===== src/rtl/hazard_ctrl.sv =====
// Hazard/stall sequencer for the 5-stage RV32 pipeline: load-use bubble, redirect flush,
// data-memory wait FSM with timeout halt. Define HAZARD_CTRL_PERF_EN to add perf counters.
module hazard_ctrl #(
    parameter int unsigned MEM_TIMEOUT = 255
) (
    input  logic        clk,
    input  logic        rst,
    input  logic [4:0]  id_rs1,
    input  logic [4:0]  id_rs2,
    input  logic        id_use_rs1,
    input  logic        id_use_rs2,
    input  logic [4:0]  ex_rd,
    input  logic        ex_wen,
    input  logic        ex_is_load,
    input  logic        ex_redirect,
    input  logic        mem_req,
    input  logic        mem_ready,
    output logic        pc_en,
    output logic        if_id_en,
    output logic        id_ex_en,
    output logic        ex_mem_en,
    output logic        if_id_flush,
    output logic        id_ex_flush,
    output logic        mem_wb_flush,
`ifdef HAZARD_CTRL_PERF_EN
    output logic [31:0] perf_stall_cycles,
    output logic [31:0] perf_flush_count,
`endif
    output logic        mem_timeout
);

    localparam int unsigned CntW = $clog2(MEM_TIMEOUT + 1);
    localparam logic [CntW-1:0] TimeoutVal = CntW'(MEM_TIMEOUT);

    typedef enum logic [1:0] {StRun, StMemWait, StHalt} state_e;

    state_e          state_q, state_d;
    logic [CntW-1:0] wait_cnt_q, wait_cnt_d;
    logic [CntW-1:0] cnt_inc;
    logic            mem_stall;
    logic            load_use;
    logic            redirect_eff;
    logic            load_use_eff;

    assign mem_stall = ((state_q == StRun) && mem_req && !mem_ready) ||
                       ((state_q == StMemWait) && !mem_ready);

    assign load_use = ex_is_load && ex_wen && (ex_rd != 5'd0) &&
                      ((id_use_rs1 && (id_rs1 == ex_rd)) || (id_use_rs2 && (id_rs2 == ex_rd)));

    assign redirect_eff = (state_q != StHalt) && !mem_stall && ex_redirect;
    assign load_use_eff = (state_q != StHalt) && !mem_stall && !ex_redirect && load_use;

    // Count of stalled cycles including the current one; halt once it reaches the limit.
    assign cnt_inc = (state_q == StRun) ? CntW'(1) : wait_cnt_q + CntW'(1);

    always_comb begin
        state_d    = state_q;
        wait_cnt_d = wait_cnt_q;
        unique case (state_q)
            StRun, StMemWait: begin
                if (mem_stall) begin
                    wait_cnt_d = cnt_inc;
                    state_d    = (cnt_inc >= TimeoutVal) ? StHalt : StMemWait;
                end else if (state_q == StMemWait) begin
                    wait_cnt_d = '0;
                    state_d    = StRun;
                end
            end
            StHalt: state_d = StHalt;
            default: begin
                state_d    = StRun;
                wait_cnt_d = '0;
            end
        endcase
    end

    always_ff @(posedge clk) begin
        if (rst) begin
            state_q    <= StRun;
            wait_cnt_q <= '0;
        end else begin
            state_q    <= state_d;
            wait_cnt_q <= wait_cnt_d;
        end
    end

    always_comb begin
        pc_en        = 1'b1;
        if_id_en     = 1'b1;
        id_ex_en     = 1'b1;
        ex_mem_en    = 1'b1;
        if_id_flush  = 1'b0;
        id_ex_flush  = 1'b0;
        mem_wb_flush = 1'b0;
        if (rst) begin
            {pc_en, if_id_en, id_ex_en, ex_mem_en} = 4'b0000;
            {if_id_flush, id_ex_flush, mem_wb_flush} = 3'b111;
        end else if (state_q == StHalt) begin
            {pc_en, if_id_en, id_ex_en, ex_mem_en} = 4'b0000;
        end else if (mem_stall) begin
            {pc_en, if_id_en, id_ex_en, ex_mem_en} = 4'b0000;
            mem_wb_flush = 1'b1;
        end else if (ex_redirect) begin
            if_id_flush = 1'b1;
            id_ex_flush = 1'b1;
        end else if (load_use) begin
            pc_en       = 1'b0;
            if_id_en    = 1'b0;
            id_ex_flush = 1'b1;
        end
    end

    assign mem_timeout = (state_q == StHalt);

`ifdef HAZARD_CTRL_PERF_EN
    always_ff @(posedge clk) begin
        if (rst) begin
            perf_stall_cycles <= '0;
            perf_flush_count  <= '0;
        end else if (state_q != StHalt) begin
            if (mem_stall || load_use_eff) perf_stall_cycles <= perf_stall_cycles + 32'd1;
            if (redirect_eff)              perf_flush_count  <= perf_flush_count + 32'd1;
        end
    end
`else
    logic unused_perf;
    assign unused_perf = redirect_eff ^ load_use_eff;
`endif

endmodule


===== config.mk =====
export PLATFORM = sky130hd
export DESIGN_NAME = hazard_ctrl
export DESIGN_NICKNAME = d
export VERILOG_FILES = /design/src/rtl/hazard_ctrl.sv
export SDC_FILE = /design/constraint.sdc
export NUM_CORES = 1
export LEC_CHECK = 0
export CAP_MARGIN = 20
export CORE_MARGIN = 2
export CORE_UTILIZATION = 42
export DETAILED_ROUTE_END_ITERATION = 16
export PLACE_DENSITY = 0.78
export SKIP_LAST_GASP = 1
export SLEW_MARGIN = 20
export SYNTH_ARGS = -nofsm -noshare
export SYNTH_HDL_FRONTEND = slang
export SYNTH_SLANG_ARGS = --single-unit
export TNS_END_PERCENT = 5

===== constraint.sdc =====
create_clock -name clk -period 2.4 [get_ports clk]
set_clock_uncertainty 0.05 [all_clocks]
set_input_delay 0.48 -clock clk [delete_from_list [all_inputs] [get_ports clk]]
set_output_delay 0.48 -clock clk [all_outputs]
set_load 0.05 [all_outputs]

# After elaboration in Yosys (flattened, before gate mapping)
# Cells that the tools add are included.
# Widths: inputs -> output; s select.
dict set report totals {
  out_inout_bits 8
  inputBits 24
  word_cells 53
  ff_bits 10
}
dict set report op_classes {
  n_lt_le_gt_ge 1
  mux 28
  n_reduce_logical 15
  add_sub_neg 1
  n_eq_ne 5
  bitwise 1
}
# cell count
set ops {}
lappend ops {{$mux 8} 3}
lappend ops {{$mux 1} 20}
lappend ops {{$pmux 8 s2} 1}
lappend ops {{$eq 5x5->1} 2}
lappend ops {{$add 8x1->8 const B} 1}
lappend ops {{$ge 8x8->1 const B} 1}
lappend ops {{$logic_and 1x1->1} 8}
lappend ops {{$mux 2} 3}
lappend ops {{$reduce_bool 5->1} 1}
lappend ops {{$pmux 2 s2} 1}
lappend ops {{$ne 3x3->1 const B} 1}
lappend ops {{$eq 2x1->1 const B} 1}
lappend ops {{$eq 2x2->1 const B} 1}
lappend ops {{$logic_not 2->1} 1}
lappend ops {{$logic_or 1x1->1} 2}
lappend ops {{$reduce_and 2->1} 1}
lappend ops {{$reduce_or 2->1} 1}
lappend ops {{$logic_not 1->1} 1}
lappend ops {{$not 1->1} 1}

# Longest topological paths before layout
dict set report depth {
  depth_word 9
  ltp_mapped 5
  depth_no_buf 5
}

# Least setup slack after synthesis
# OpenSTA, ideal clock, no wires.
dict set report synth_timing {
  path_kind {register to output}
  startpoint {reg state_q[0]}
  endpoint {out id_ex_en}
  arrival_ps 2359
  stages_incl_launch_ff 6
  path_buffers 2
  required_time_ps 1870
  path_slack_ps -489
  path_cell_list {dfxtp_1 -> buf_4 -> or2b_2 -> inv_1 -> nor3_1 -> buf_4}
}
dict set report synth_via {
  word_cells_on_any_way 10
  cone_classes {eq/ne: 2; mux: 3; reduce/logical: 5}
}
# item line
set synth_lines {}
lappend synth_lines {{start, declared} 37} ;# state_e state_q, state_d;
lappend synth_lines {{start signal, assigned} 80} ;# state_q <= StRun;
lappend synth_lines {{start signal, assigned} 83} ;# state_q <= state_d;
lappend synth_lines {{$eq 2x2->1} --}
lappend synth_lines {{via mem_timeout} 29} ;# output logic mem_timeout
lappend synth_lines {{$mux 1} 99} ;# end else if (state_q == StHalt) begin
lappend synth_lines {{$mux 1} 96} ;# if (rst) begin
lappend synth_lines {{end, declared} 20} ;# output logic id_ex_en,
# The timed path passes the listed nets, and every way through them passes these cells.

# Worst setup path in the final report
dict set report layout_timing {
  startpoint {in id_rs1[1]}
  endpoint {out pc_en}
}
dict set report layout_via {
  elab_chain_len 9
}
# item line
set layout_lines {}
lappend layout_lines {{start, declared} 8} ;# input logic [4:0] id_rs1,
lappend layout_lines {{$eq 5x5->1} 49} ;# ((id_use_rs1 && (id_rs1 == ex_rd)) || (id_use_rs2 && (id_rs2 == ex_rd)));
lappend layout_lines {{$logic_and 1x1->1} 49}
lappend layout_lines {{$logic_or 1x1->1} 49}
lappend layout_lines {{$logic_and 1x1->1} 48} ;# assign load_use = ex_is_load && ex_wen && (ex_rd != 5'd0) &&
lappend layout_lines {{$mux 1} 107} ;# end else if (load_use) begin
lappend layout_lines {{$mux 1} 104} ;# end else if (ex_redirect) begin
lappend layout_lines {{$mux 1} 101} ;# end else if (mem_stall) begin
lappend layout_lines {{$mux 1} 99}
lappend layout_lines {{$mux 1} 96}
lappend layout_lines {{end, declared} 18} ;# output logic pc_en,
# Every way passes these cells.

==> Flow_metrics.wiki <==
{| class="wikitable"
! Metric !! Value
|-
| Setup Slack @ Placement || -0.366 ns
|-
| Largest net degree at the start of global routing || 12
|-
| Crit share post-route || between 90% and 100%
|-
| Final-report max-slew violation count || 0
|-
| Clock latency on the worst-skew pair || 0.27 ns
|-
| Width of the die || between 40 and 50 um
|-
| Number of buffers added on ports || 31
|-
| DIE AREA || approximately 2300 um^2
|-
| Top fanout value on the critical path || 2
|-
| CTS Buf Count || 3
|-
| Deepest level of the CTS H-tree || 1
|-
| Total count of hold-check failures in the final report || 0
|-
| Library cell with the largest summed area after synthesis || sky130_fd_sc_hd__dfxtp_1
|-
| Post-synth EDFFs || 0
|-
| Detailed placer's ending HPWL || 1730 um
|-
| Yosys Warn Count || 0
|-
| Area growth from synthesis to layout || 50.5%
|-
| Proportion of synthesized flip-flops having asynchronous set or reset || 0%
|-
| Arrival time reported for the critical path endpoint || 1.84 ns
|-
| Clock root buffer master || sky130_fd_sc_hd__clkbuf_4
|-
| Routed vias/inst || a little under 6
|-
| Overall power after layout || between 400 and 500 uW
|-
| Result of the run || finished clean
|-
| Effective utilization at floorplan || between 40% and 50%
|-
| Post-synthesis cell type count || 43
|-
| Slack of the critical path || ~0.027 ns
|-
| Final std cell area, no fill || 1210 um^2
|-
| I/O pins || 32
|-
| Largest cells by area after synthesis || sky130_fd_sc_hd__dfxtp_1 25%, sky130_fd_sc_hd__xor2_1 9.8%, sky130_fd_sc_hd__a21oi_1 3.7%
|-
| Worst voltage drop across the vdd grid || 191 uV
|-
| Global-route wire length before repair || around 3300 um
|-
| Initial antenna violation count || 0
|-
| Finish-stage setup viols || 0
|-
| Synth Instances || 96
|-
| All-Layer GR Usage || about a fifth
|-
| Layer carrying the most global-route usage || met2
|-
| Normalized max-slew margin || 74.2%
|-
| Worst setup SP type || input port
|-
| DRT iter0 DRCs || 27
|-
| Final GP Congestion || 0.910
|-
| Clock tree from TritonCTS || built
|-
| Total Routed Length || ~2200 um
|-
| Cell area after synthesis || ~800 um^2
|-
| Max cap viols || 0
|-
| Number of buffers inserted by hold repair at cts || 0
|-
| Clock sinks || 10
|-
| Post-layout nets || around 160
|-
| Share of the yosys chip area belonging to registers || around a quarter
|-
| Post-synth top cells || 10 x sky130_fd_sc_hd__dfxtp_1, 9 x sky130_fd_sc_hd__xor2_1, 6 x sky130_fd_sc_hd__a21oi_1
|-
| Area fraction of the dominant cell type after synthesis || between 20 and 25%
|-
| Smallest hold slack || between 0.4 and 0.5 ns
|-
| Worst setup path class || input port to output pin
|-
| Setup repair after global routing missed its margin || yes
|-
| Post-Synthesis Net Count || approximately 120
|-
| Drt first pass iters || 4
|-
| Routed via count || about 900
|-
| Met3 demand-to-capacity share in global routing || between 4 and 5%
|-
| Maximum buffer depth of the clock tree || 2
|-
| Placeable Area || 1760 um^2
|-
| Lkg Pwr || around 0.00048 uW
|-
| Worst hold path class || register to register
|-
| Wire length per cell after detailed routing || roughly 14 um
|-
| Mean instance size in the synthesized netlist || ~8.4 um^2
|-
| Final ANT Viol Nets || 0
|-
| Final critical-path required period || around 2.4 ns
|-
| Dpl cell area || 1160 um^2
|-
| Remaining global-route overflow || 0
|-
| Proportion of layout cells with a drive suffix above 1 || a little under a third
|-
| Clock transition at the registers of the reported paths || around 0.06 ns
|-
| GRT met2 Usage || approximately a third
|-
| Cell with the most instances after synthesis || sky130_fd_sc_hd__dfxtp_1
|-
| Fmax || 421 MHz
|-
| Slew at the pin with the worst max-slew slack || roughly 0.38 ns
|-
| Vias in the first global route || around 840
|-
| Crit. End Element || output pin
|-
| Predominant post-synthesis flop cell || sky130_fd_sc_hd__dfxtp_1
|-
| Worst endpoint required time || about 1.9 ns
|-
| FF+latch count, synth || 10
|-
| Placement Rows || 15
|-
| Floorplan die height || 47.8 um
|-
| Met1 capacity usage during global routing || 22.5%
|-
| Post-Route Utilization || between 60% and 70%
|-
| Pwr/cell area || between 300 and 400 nW/um^2
|-
| Ant diodes || 0
|-
| Remaining design rule violation count || 0
|}
-- kinds of logic (layout without fill, tap and decap cells) --
kind of cell               after synthesis  after routing  synth area share, %
and+or+nand+nor                         32             32                 23.2
AOI/OAI and AO/OA                       30             30                 27.2
xor gates and xnor gates                12             12                 13.1
DFF                                     10             10                 24.9
buffers and inverters                    9             43                 7.62
muxes                                    2              2                 2.49
adders and majority gates                1              1                 1.55
-- per-layer routing --
layer | part of all wire, % | vias up
met3 | 7.8 | 7
met5 | 0 | -
met2 | 46 | 49
met4 | 3.6 | 0
li1 | - | 434
met1 | 43 | 408
-- cell usage in the layout, fill, tap and decap left out, drive strengths merged, types with 2 or more instances in the layout --
master	Yosys	layout
nor2	5	5
buf	4	18
nand4	2	2
xor2	9	9
and2	2	2
a31oi	2	2
mux2i	2	2
o311a	2	2
dfxtp	10	10
dlymetal6s2s	1	2
nor3	3	3
nor4	2	2
inv	3	3
or3	3	3
or4	2	2
a311oi	2	2
o21bai	2	2
clkdlybuf4s50	0	7
clkbuf	1	6
a21oi	6	6
dlygate4sd2	0	5
clkdlybuf4s15	0	2
a21o	2	2
o21ai	5	5
nand3	2	2
xnor2	3	3
nand2	5	5
-- stage by stage --
stage / TNS, ns / cells
after floorplan: -0.169 / 96
after global routing: -0.0365 / 155
after detailed placement: -0.981 / 151
after CTS: -0.0154 / 155
final: 0 / 155
after global placement: -0.817 / 151
-- worst max-delay path, stage by stage --
cell,delay (ns)
sky130_fd_sc_hd__dlygate4sd2_1,0.23
sky130_fd_sc_hd__xor2_1,0.14
sky130_fd_sc_hd__nor4_2,0.29
sky130_fd_sc_hd__a32oi_2,0.11
sky130_fd_sc_hd__o311a_4,0.43
sky130_fd_sc_hd__buf_12,0.16
-- sequential cells by signal, indices dropped and copies added, names as in the netlist --
signal and count:
state_q 2, wait_cnt_q 8
-- repair_timing --
action,in CTS,in global routing
gates cloned,0,0
endpoints found under the setup margin,3,3
resized for setup,28,19
pin swaps,7,7
setup buffers,1,0
-- final timing paths --
| path | start | end | slack, ns | cells past startpoint |
|---|---|---|---|---|
| setup / recovery | id_rs1[1] | pc_en | 0.03 | 6 |
| hold / removal | wait_cnt_q[7] | wait_cnt_q[7] | 0.46 | 2 |
| setup reg to reg | wait_cnt_q[0] | state_q[1] | 0.41 | 5 |
| hold reg to reg | wait_cnt_q[7] | wait_cnt_q[7] | 0.46 | 2 |
-- area by class of cell --
class	instances	area, um^2
fill	145	553
sequential	10	200
timing repair buffer	37	345
clock buffer	3	22.5
inverter	3	11.3
multi-input combinational	77	601
tap	25	31.3
-- power breakdown --
part	switching (uW)	total, uW	internal [uW]
combinational	79.3	156	76.3
sequential	4.35	173	168
clock	60.1	118	58.2
total	144	446	303
Note: power is estimated with default switching activity, not from simulation.
